===== config.mk =====
export PLATFORM = sky130hd
export DESIGN_NAME = output_evaluator
export DESIGN_NICKNAME = d
export VERILOG_FILES = /design/src/rtl/digit_pkg.sv /design/src/rtl/sq_err_unit.sv /design/src/rtl/output_evaluator.sv
export SDC_FILE = /design/constraint.sdc
export NUM_CORES = 1
export LEC_CHECK = 0
export ABC_AREA = 1
export CAP_MARGIN = 20
export CELL_PAD_IN_SITES_DETAIL_PLACEMENT = 1
export CELL_PAD_IN_SITES_GLOBAL_PLACEMENT = 1
export CORE_UTILIZATION = 25
export DETAILED_ROUTE_END_ITERATION = 10
export PLACE_DENSITY_LB_ADDON = 0.1
export SLEW_MARGIN = 0
export SYNTH_ARGS = -nofsm -noshare
export SYNTH_HDL_FRONTEND = slang
export SYNTH_SLANG_ARGS = --single-unit

===== constraint.sdc =====
create_clock -name clk -period 1.9 [get_ports clk]
set_input_delay 0.38 -clock clk [delete_from_list [all_inputs] [get_ports clk]]
set_output_delay 0.38 -clock clk [all_outputs]
set_load 0.01 [all_outputs]

===== src/rtl/digit_pkg.sv =====
// Shared constants and types for the output evaluator.
package digit_pkg;

  localparam int NUM_CLASSES = 10;
  localparam int ACT_W       = 8;
  localparam int COST_W      = 16;
  localparam int ACC_W       = 20;
  localparam int TARGET_ONE  = 255;

  typedef enum logic [1:0] {IDLE, COLLECT, FINISH, DONE} eval_state_t;

  typedef logic [3:0] label_t;

endpackage


===== src/rtl/sq_err_unit.sv =====
// Registered squared error of one activation against its 0/full-scale target.
// Only compiled when OUTPUT_EVAL_COST_EN is defined.
`ifdef OUTPUT_EVAL_COST_EN
module sq_err_unit
  import digit_pkg::*;
#(
  parameter int DATA_W = 8
) (
  input  logic                  clk,
  input  logic                  rst,
  input  logic [DATA_W-1:0]     value,
  input  logic                  is_target,
  input  logic                  vld,
  output logic [2*DATA_W-1:0]   sq_p1,
  output logic                  vld_p1
);

  // |value - target| squared equals e^2; the magnitude never exceeds full scale.
  function automatic logic [2*DATA_W-1:0] sq_err(input logic [DATA_W-1:0] v,
                                                 input logic tgt);
    logic [DATA_W-1:0] mag;
    mag = tgt ? (DATA_W'(TARGET_ONE) - v) : v;
    return {{DATA_W{1'b0}}, mag} * {{DATA_W{1'b0}}, mag};
  endfunction

  // stage p0 -> p1
  always_ff @(posedge clk or posedge rst) begin
    if (rst) vld_p1 <= 1'b0;
    else     vld_p1 <= vld;
  end

  always_ff @(posedge clk) begin
    if (vld) sq_p1 <= sq_err(value, is_target);
  end

endmodule
`endif


===== src/rtl/output_evaluator.sv =====
// Arg-max and squared-error cost over the ten serial output activations.
// Cost path present only when OUTPUT_EVAL_COST_EN is defined.
module output_evaluator #(
  parameter int DATA_W      = 8,
  parameter int NUM_CLASSES = 10,
  parameter int COST_W      = 16
) (
  input  logic              clk,
  input  logic              rst,
  input  logic              start,
  input  logic              calculate_cost,
  input  logic [3:0]        expected_label,
  input  logic              out_valid,
  input  logic [DATA_W-1:0] out_value,
  output logic              out_ready,
  output logic [3:0]        detected_digit,
  output logic [COST_W-1:0] cost_output,
  output logic              network_done,
  output logic              cost_ready
);
  import digit_pkg::*;

  localparam label_t LAST_IDX = label_t'(NUM_CLASSES - 1);

  eval_state_t       state;
  label_t            idx;
  label_t            arg_idx;
  logic [DATA_W-1:0] max_val;
  logic              beat;

  // A start in the same cycle as a beat discards the beat.
  assign out_ready    = (state == COLLECT);
  assign beat         = out_valid && out_ready && !start;
  assign network_done = (state == DONE) && !start;

  always_ff @(posedge clk or posedge rst) begin
    if (rst) begin
      state          <= IDLE;
      idx            <= '0;
      arg_idx        <= '0;
      max_val        <= '0;
      detected_digit <= '0;
    end else if (start) begin
      state          <= COLLECT;
      idx            <= '0;
      arg_idx        <= '0;
      max_val        <= '0;
      detected_digit <= '0;
    end else begin
      case (state)
        COLLECT: begin
          if (beat) begin
            idx <= idx + 1'b1;
            // Strictly greater keeps the lower index on ties.
            if (idx == '0 || out_value > max_val) begin
              max_val <= out_value;
              arg_idx <= idx;
            end
            if (idx == LAST_IDX) state <= FINISH;
          end
        end
        FINISH: begin
          state          <= DONE;
          detected_digit <= arg_idx;
        end
        DONE:    state <= IDLE;
        default: state <= IDLE;
      endcase
    end
  end

`ifdef OUTPUT_EVAL_COST_EN
  logic                  calc_lat;
  label_t                label_lat;
  logic [2*DATA_W-1:0]   sq_p1;
  logic                  vld_p1;
  logic [ACC_W-1:0]      acc;
  logic [ACC_W-1:0]      acc_next;

  sq_err_unit #(.DATA_W(DATA_W)) u_sq_err (
    .clk       (clk),
    .rst       (rst),
    .value     (out_value),
    .is_target (idx == label_lat),
    .vld       (beat),
    .sq_p1     (sq_p1),
    .vld_p1    (vld_p1)
  );

  assign acc_next = acc + (vld_p1 ? {{(ACC_W-2*DATA_W){1'b0}}, sq_p1} : '0);

  // stage p1 -> accumulator; FINISH folds in the last square while reporting
  always_ff @(posedge clk or posedge rst) begin
    if (rst) begin
      acc         <= '0;
      calc_lat    <= 1'b0;
      label_lat   <= '0;
      cost_output <= '0;
    end else if (start) begin
      acc         <= '0;
      calc_lat    <= calculate_cost;
      label_lat   <= expected_label;
      cost_output <= '0;
    end else begin
      acc <= acc_next;
      if (state == FINISH) cost_output <= acc_next[ACC_W-1 -: COST_W];
    end
  end

  assign cost_ready = network_done && calc_lat;
`else
  logic unused_cost_in;
  assign unused_cost_in = ^{calculate_cost, expected_label};
  assign cost_output    = '0;
  assign cost_ready     = 1'b0;
`endif

endmodule


==> results.toml, run 1 <==
[status]
outcome = "complete, no violations"

[worst_setup_path]
cp.required_ns = 2.06
cpMaxStageDelayCell = "clkdlybuf4s50_1"
setup.worst_path.end_class = "flop"
path_cells = "clkdlybuf4s50_1, ha_1, a21o_1, nor2_1, nand2_1, nand2_2, nand2_4, buf_4, nand3_1, nand2_1"
start_kind = "input port"
slowest_delay_ns = 0.42
worstPathArrival_ns = 1.93
path_buf_inv = 2
crit_type = "in2reg"
worst-path-max-fanout = 4
cp_top_family = "buffers and inverters"
timing.critical_path.mode_cell = "nand2_1"

[logic_synthesis]
yosys_warnings = 0
synth_area_leaders = "dfrtp_1, ha_1, buf_4, nand2_1, nand3_1"
synth-seq-area-share_pct = 36.6
ys_ff_latch = 22
synth_top_area_cell = "dfrtp_1"
synth_area_mm2 = 0.00150
yosys.area.top_type_share_pct = 36.6
syn_inst = 189
ys_types = 23
syn_avg_cell_area_um2 = 7.95

[worst_hold_path]
hold_class = "in2async"

[global_routing]
antenna_found_initial = 0
grt_pass1_wl_um = 5440
grt-ovfl-total = 0
grt_max_degree = 23
grt_pass1_vias = 1211
grt.total_usage_pct = 10.9

[clock_network]
tritoncts = "yes"
cts_setup_buffers = 0
cts-buffers-inserted = 3
cts_buffer_depth = 2
cts_sinks = 22
h-tree-depth = 1
cts-root-buf = "clkbuf_8"
insertion_delay_ns = 0.26
clk_pin_slew_worst_paths_ns = 0.09

[placed_design]
place_area_mm2 = 0.00172
dp_hpwl_um = 2400
pre_cts_ws_ns = -0.202
portBuffers = 17
place.gp.congestion = 0.713
dp.cells = 280

[detailed_routing]
drt-wirelength-per-cell_um = 10.9
drcViolationCount = 0
vias = 1158
viasPerCell = 4.08
drtIter0Drc = 46
drt_pass1_iterations = 4
ant_nets = 0
routed_wl_um = 3090

[finish]
nets = 244
fin_area_mm2 = 0.00182
num_antenna_cells = 0
fin_util_pct = 32.2
layout_common_cells = "nand2_1, inv_1, dfrtp_1"
drive_gt1_share_pct = 15.1
syn_to_final_growth_pct = 20.8
final_common_cell = "nand2_1"
layoutNonFillerInstCount = 284

[sta]
finalCriticalPeriod_ns = 1.77
worst_slack_ns = 0.131
rsz0062_at_grt = "no"
max_freq_mhz = 565
fin_skew_ns = 0.00210
slew_viol_final = 0
setup_violations = 0
fin_crit_sh_pct = 93.1
hold_viol_final = 0

[power]
power_density_mw_per_mm2 = 862
leakagePower_nw = 0.976
ir_drop_mv = 0.466

[floorplan]
row_count = 27
ioPinCount = 40
chipHeight_um = 79.5
core-area_mm2 = 0.00564
die_w_um = 79.5
start_util_pct = 26.6
dieArea_mm2 = 0.00633

[job]
timing.max_cap.violations = 0
registers in the layout, summed over array words and instances, names as in the netlist:
| register | flops |
|---|---|
| max_val | 8 |
| arg_idx | 4 |
| detected_digit | 4 |
| idx | 4 |
| state | 2 |
worst min-delay path, stage by stage:
cell,delay [ns]
clkdlybuf4s50_1,0.40
inv_1,0.05
buf_4,0.29
final cells by class:
class	instances	area [um2]
clock buffers	3	41.3
clock inverters	1	30.0
fillers	693	3830
inverters	29	109
multi-input cells	132	751
flip-flops and latches	22	551
well taps	72	90.1
repair buffers	25	244
final timing paths:
| path | startpoint | endpoint | slack (ns) | depth (start not counted) |
|---|---|---|---|---|
| setup / recovery | out_value[7] | arg_idx[3] | 0.13 | 10 |
| hold / removal | rst | max_val[6] | 0.46 | 3 |
| setup reg to reg | max_val[3] | arg_idx[3] | 0.28 | 13 |
| hold reg to reg | detected_digit[0] | detected_digit[0] | 0.48 | 2 |
| max in group asynchronous | rst | detected_digit[0] | 1.21 | 3 |
| min in group clk | detected_digit[0] | detected_digit[0] | 0.48 | 2 |
logic make-up after synthesis:
family / share of synthesized area, %
simple gates: 27.3
buf+inv: 18.7
flops: 36.6
fa+ha+maj: 11.7
compound gates: 5.41
other cells: 0.250
Yosys cell counts:
master    number
clkinv_1       1
buf_12         1
o21ai_1        2
nand4_1        2
conb_1         1
nand2_1       36
a21o_1         1
nand3_1       19
a31oi_4        1
a21oi_1        5
buf_4         19
inv_1         25
nor2_2         1
nand2_2       11
nor4_1         1
inv_2          3
o21a_1         1
nor2_1        17
nand2_4        2
o21ai_0        2
dfrtp_1       22
buf_2          2
ha_1          14
what timing repair did:
item                                    in CTS  in global routing
hold buffers                                 0                  0
pin swaps                                    0                  1
endpoints found under the setup margin       1                 13
gates resized for setup                      1                  5
metal layers:
| layer | global-route usage (%) | part of all wire (%) |
|---|---|---|
| met2 | 19.1 | 49 |
| met4 | 1.64 | 0.42 |
| met5 | 0 | 0 |
| met3 | 2.40 | 3.1 |
| met1 | 13.7 | 48 |
metrics by stage:
step | hold WS (ns) | setup TNS [ns] | total power, W
3_3_place_gp | 0.459 | -2.05 | 0.00111
4_1_cts | 0.464 | 0 | 0.00159
6_report | 0.458 | 0 | 0.00156
5_1_grt | 0.491 | 0 | 0.00169
2_1_floorplan | 0.369 | 0 | 0.000993
3_5_place_dp | 0.472 | -2.12 | 0.00112
power breakdown:
part,switching [W],leakage [nW],internal (W)
Combinational,0.000312,0.646,0.000217
Clock,0.000166,0.0357,0.000282
Sequential,0.0000535,0.295,0.000535
(Power assumes the default switching activity.)
==> run 2, diff against run 1 <==
==> constraint.sdc (replaced) <==
create_clock -name clk -period 1.9 [get_ports clk]
set_input_delay 0.57 -clock clk [delete_from_list [all_inputs] [get_ports clk]]
set_output_delay 0.57 -clock clk [all_outputs]
set_load 0.01 [all_outputs]
==> run 2 against run 1 <==
  * Critical path depth fell by 7
  * Worst setup slack got worse by 0.027 ns
  * Total power rose by 2.5%
  * Design area rose by 2.8%
  * Count of clock-buffer cells in the layout did not move
  * Clock power barely moved
  * First-iteration DRC count fell by 4.3%
  * Utilization rose by 0.91 points
  * Wire length rose by 9.7%
  * Global-route usage rose by 1.3 points
==> results.toml, run 2 (synthesis results as in run 1) <==
[status]
outcome = "complete, no violations"

[floorplan]
ioPinCount = 40
start_util_pct = 26.6
row_count = 27
die_w_um = 79.5
core-area_mm2 = 0.00564
chipHeight_um = 79.5
dieArea_mm2 = 0.00633

[power]
ir_drop_mv = 0.279
total_power_w = 0.00160
seq_power_share_pct = 36.7
leakagePower_nw = 0.998
power_density_mw_per_mm2 = 859
intPower_w = 0.00105
combPwrFrac_pct = 35.5
switching_share_pct = 34.8
clockPowerShare_pct = 27.8
switching_power_w = 0.000558

[worst_setup_path]
cp.required_ns = 1.33
cpMaxStageDelayCell = "clkdlybuf4s50_1"
crit_type = "in2out"
start_kind = "input port"
worst-path-max-fanout = 2
slowest_delay_ns = 0.48
worstPathArrival_ns = 1.23
setup.worst_path.end_class = "output port"
critPathLaunch = "start"
path_cells = "clkdlybuf4s50_1, nor2_1, buf_2"
r2r-start = "max_val[2]"

[clock_network]
cts_sinks = 22
cts-buffers-inserted = 3
cts_buffer_depth = 2
cts-root-buf = "clkbuf_8"
insertion_delay_ns = 0.27
clk_pin_slew_worst_paths_ns = 0.08
tritoncts = "yes"
h-tree-depth = 1
ctsHoldBuffers = 0

[finish]
nets = 246
final_common_cell = "nand2_1"
syn_to_final_growth_pct = 24.2
layout_common_cells = "nand2_1, inv_1, dfrtp_1"
num_antenna_cells = 0
drive_gt1_share_pct = 19.2
largest_register_ffs = 8
top_register = "max_val"
fin_util_pct = 33.1

[global_routing]
grt_pass1_vias = 1269
grt_pass1_wl_um = 5950
grt_max_degree = 23
use_met1_pct = 14.7
grt_util_met2_pct = 21.5
grt-busiest-layer = "met2"
met3_usage_pct = 3.09
grt.total_usage_pct = 12.1
grt-ovfl-total = 0
antenna_found_initial = 0

[sta]
max_freq_mhz = 557
slew_viol_final = 0
rsz0062_at_grt = "no"
setup_violations = 0
fin_crit_sh_pct = 94.5
finalCriticalPeriod_ns = 1.80
fin_skew_ns = 0.00162
hold_viol_final = 0

[worst_hold_path]
hold_start = "detected_digit[0]"
hold_class = "reg2reg"

[placed_design]
dp_hpwl_um = 2500
portBuffers = 17
place.gp.congestion = 0.740

[detailed_routing]
drtIter0Drc = 44
ant_nets = 0
drt-wirelength-per-cell_um = 11.8
drt_pass1_iterations = 2
vias = 1197
viasPerCell = 4.19
routed_wl_um = 3380
drcViolationCount = 0

[job]
timing.max_cap.violations = 0
==> run 2: per-stage QoR <==
step	setup TNS, ns	hold WS, ns	std cells	cell area [um2]	setup WS, ns
2_1_floorplan	0	0.442	205	1560	0.212
3_3_place_gp	-4.64	0.458	281	1730	-0.387
3_5_place_dp	-4.85	0.458	281	1730	-0.393
4_1_cts	0	0.481	286	1850	0.00300
5_1_grt	0	0.517	286	1870	0.0125
6_report	0	0.476	286	1870	0.105
==> run 2: layout make-up <==
| type | count | area, um2 |
|---|---|---|
| Fill cell | 683 | 3770 |
| Multi-Input combinational cell | 133 | 805 |
| Sequential cell | 22 | 551 |
| Timing Repair Buffer | 26 | 241 |
| Inverter | 29 | 109 |
| Tap cell | 72 | 90.1 |
| Clock buffer | 3 | 41.3 |
| Clock inverter | 1 | 30.0 |
==> run 2: final timing paths <==
path                                      to  slack, ns  cells past startpoint
setup / recovery                network_done       0.10                      3
hold / removal             detected_digit[0]       0.48                      2
setup reg to reg                  max_val[3]       0.26                     13
hold reg to reg            detected_digit[0]       0.48                      2
max in group asynchronous             idx[2]       1.03                      3
min in group asynchronous         max_val[7]       0.64                      3
==> run 2: metal layers <==
metal	wire, um	share of wire, %	up-vias
li1	-	-	598
met1	1510	45	572
met2	1740	51	25
met3	120	3.5	2
met4	16	0.47	0
met5	0	0	-
==> run 2: power by group through the flow <==
stage / logic, W / clock network, W / registers [W]
floorplan: 0.000409 / 0 / 0.000585
global placement: 0.000516 / 0 / 0.000595
detailed placement: 0.000532 / 0 / 0.000600
CTS: 0.000574 / 0.000465 / 0.000591
global route: 0.000656 / 0.000480 / 0.000602
finish: 0.000569 / 0.000446 / 0.000589
==> run 2: critical path: cells and delay by family <==
family,cells,cell delay (ns)
simple gates,1,0.05
buf+inv,2,0.61
==> run 2: timing repair <==
item / in CTS / in global routing
setup endpoints to repair: 14 / 12
setup buffers: 0 / 0
resized for setup: 20 / 4
cloned: 1 / 0
pin swaps: 13 / 5
==> run 3, diff against run 2 <==
Settings changed: CAP_MARGIN 20 to not set, RECOVER_POWER set to 100.
==> run 3 against run 2 <==
  * Clock skew hardly changed
  * First-iteration DRC count is 4.5% lower
  * Total power is 0.67% lower
  * Worst setup slack worse by 0.026 ns
  * Highest routed layer unchanged
  * Maximum frequency is 1.4% lower
==> results.toml, run 3 (synthesis results as in run 1) <==
[sta]
max_freq_mhz = 549
slew_viol_final = 0
finalCriticalPeriod_ns = 1.82
whs_ns = 0.471
maxSlewHeadroom_pct = 61.5
setup_violations = 0
hold_viol_final = 0
rsz0062_at_grt = "no"
worst_slack_ns = 0.0782
tightest_slew_ns = 0.577
fin_skew_ns = 0.00189
fin_crit_sh_pct = 95.9

[floorplan]
ioPinCount = 40
core-area_mm2 = 0.00564
row_count = 27
die_w_um = 79.5
dieArea_mm2 = 0.00633
chipHeight_um = 79.5
start_util_pct = 26.6

[placed_design]
dp_hpwl_um = 2500
place.gp.congestion = 0.740
pre_cts_ws_ns = -0.393
portBuffers = 17
dp.cells = 281

[global_routing]
antenna_found_initial = 0
grt-ovfl-total = 0
grt_pass1_vias = 1269
grt_pass1_wl_um = 5950
grt.total_usage_pct = 12.1
grt_max_degree = 23

[clock_network]
clk_pin_slew_worst_paths_ns = 0.08
cts_buffer_depth = 2
cts-buffers-inserted = 3
cts_sinks = 22
ctsHoldBuffers = 0
insertion_delay_ns = 0.27
h-tree-depth = 1
tritoncts = "yes"
cts-root-buf = "clkbuf_8"

[power]
total_power_w = 0.00159
intPower_w = 0.00104
switching_share_pct = 34.7
seq_power_share_pct = 36.9
leakagePower_nw = 1.01
combPwrFrac_pct = 35.2
power_density_mw_per_mm2 = 859
switching_power_w = 0.000554
ir_drop_mv = 0.277
clockPowerShare_pct = 27.9

[finish]
syn_to_final_growth_pct = 23.4
largest_register_ffs = 8
fin_util_pct = 32.9
top_register = "max_val"
nets = 246
fillers = 687
layout_common_cells = "nand2_1, inv_1, dfrtp_1"
final_common_cell = "nand2_1"
num_antenna_cells = 0
layoutNonFillerInstCount = 286
drive_gt1_share_pct = 16.8

[worst_setup_path]
crit_type = "reg2out"
setup.worst_path.end_class = "output port"
worstPathArrival_ns = 1.25
cp.required_ns = 1.33
cpMaxStageDelayCell = "dlygate4sd3_1"
path_cells = "dlygate4sd3_1"
start_kind = "flop"
slowest_delay_ns = 0.60
worst-path-max-fanout = 2
path_buf_inv = 1
cp_top_family = "buffers and inverters"

[worst_hold_path]
hold_class = "reg2reg"

[detailed_routing]
drcViolationCount = 0
drtIter0Drc = 42
ant_nets = 0
vias = 1206
drt-wirelength-per-cell_um = 11.8
viasPerCell = 4.22
drt_pass1_iterations = 2
routed_wl_um = 3370

[job]
timing.max_cap.violations = 0

[status]
outcome = "complete, no violations"
[run 3: metrics by stage]
stage | TNS (ns) | instance area, um2
3_5_place_dp | -4.85 | 1730
6_report | 0 | 1850
3_3_place_gp | -4.64 | 1730
2_1_floorplan | 0 | 1560
4_1_cts | 0 | 1850
5_1_grt | 0 | 1850
[run 3: power groups by stage]
stage	sequential, W	clock (W)	combinational, W
after CTS	0.000591	0.000465	0.000574
after floorplan	0.000585	0	0.000409
final	0.000588	0.000445	0.000560
after global routing	0.000601	0.000480	0.000646
after detailed placement	0.000600	0	0.000532
after global placement	0.000595	0	0.000516
[run 3: what timing repair did]
item / 4_1_cts / 5_1_grt
gates cloned: 1 / 0
resized for setup: 20 / 4
pin swaps: 13 / 5
buffers inserted: 0 / 0
endpoints found under the setup margin: 14 / 12
[run 3: cell type report]
cell class              count  area [um2]  share of cell area (%)
well taps                  72        90.1                    4.86
multi-input cells         133         800                    43.1
flip-flops and latches     22         551                    29.7
clock inverters             1        30.0                    1.62
repair buffers             26         234                    12.6
inverters                  29         109                    5.87
clock buffers               3        41.3                    2.23
[run 3: final timing paths]
kind	from	end	slack (ns)	cells past startpoint
max in group asynchronous	rst	idx[2]	0.64	3
min in group asynchronous	rst	max_val[7]	0.88	3
worst max-delay path	detected_digit[1]	detected_digit[1]	0.08	1
worst min register to register	detected_digit[0]	detected_digit[0]	0.47	2
worst min-delay path	detected_digit[0]	detected_digit[0]	0.47	2
worst max register to register	max_val[2]	max_val[3]	0.23	13
[run 3: routing by layer]
metal  share of wire [%]  vias up  global-route usage, %
li1                    -      599                      -
met1                  44      581                   14.7
met2                  51       24                   21.5
met3                 3.7        2                   3.09
met4                0.47        0                   2.18
met5                   0        -                      0
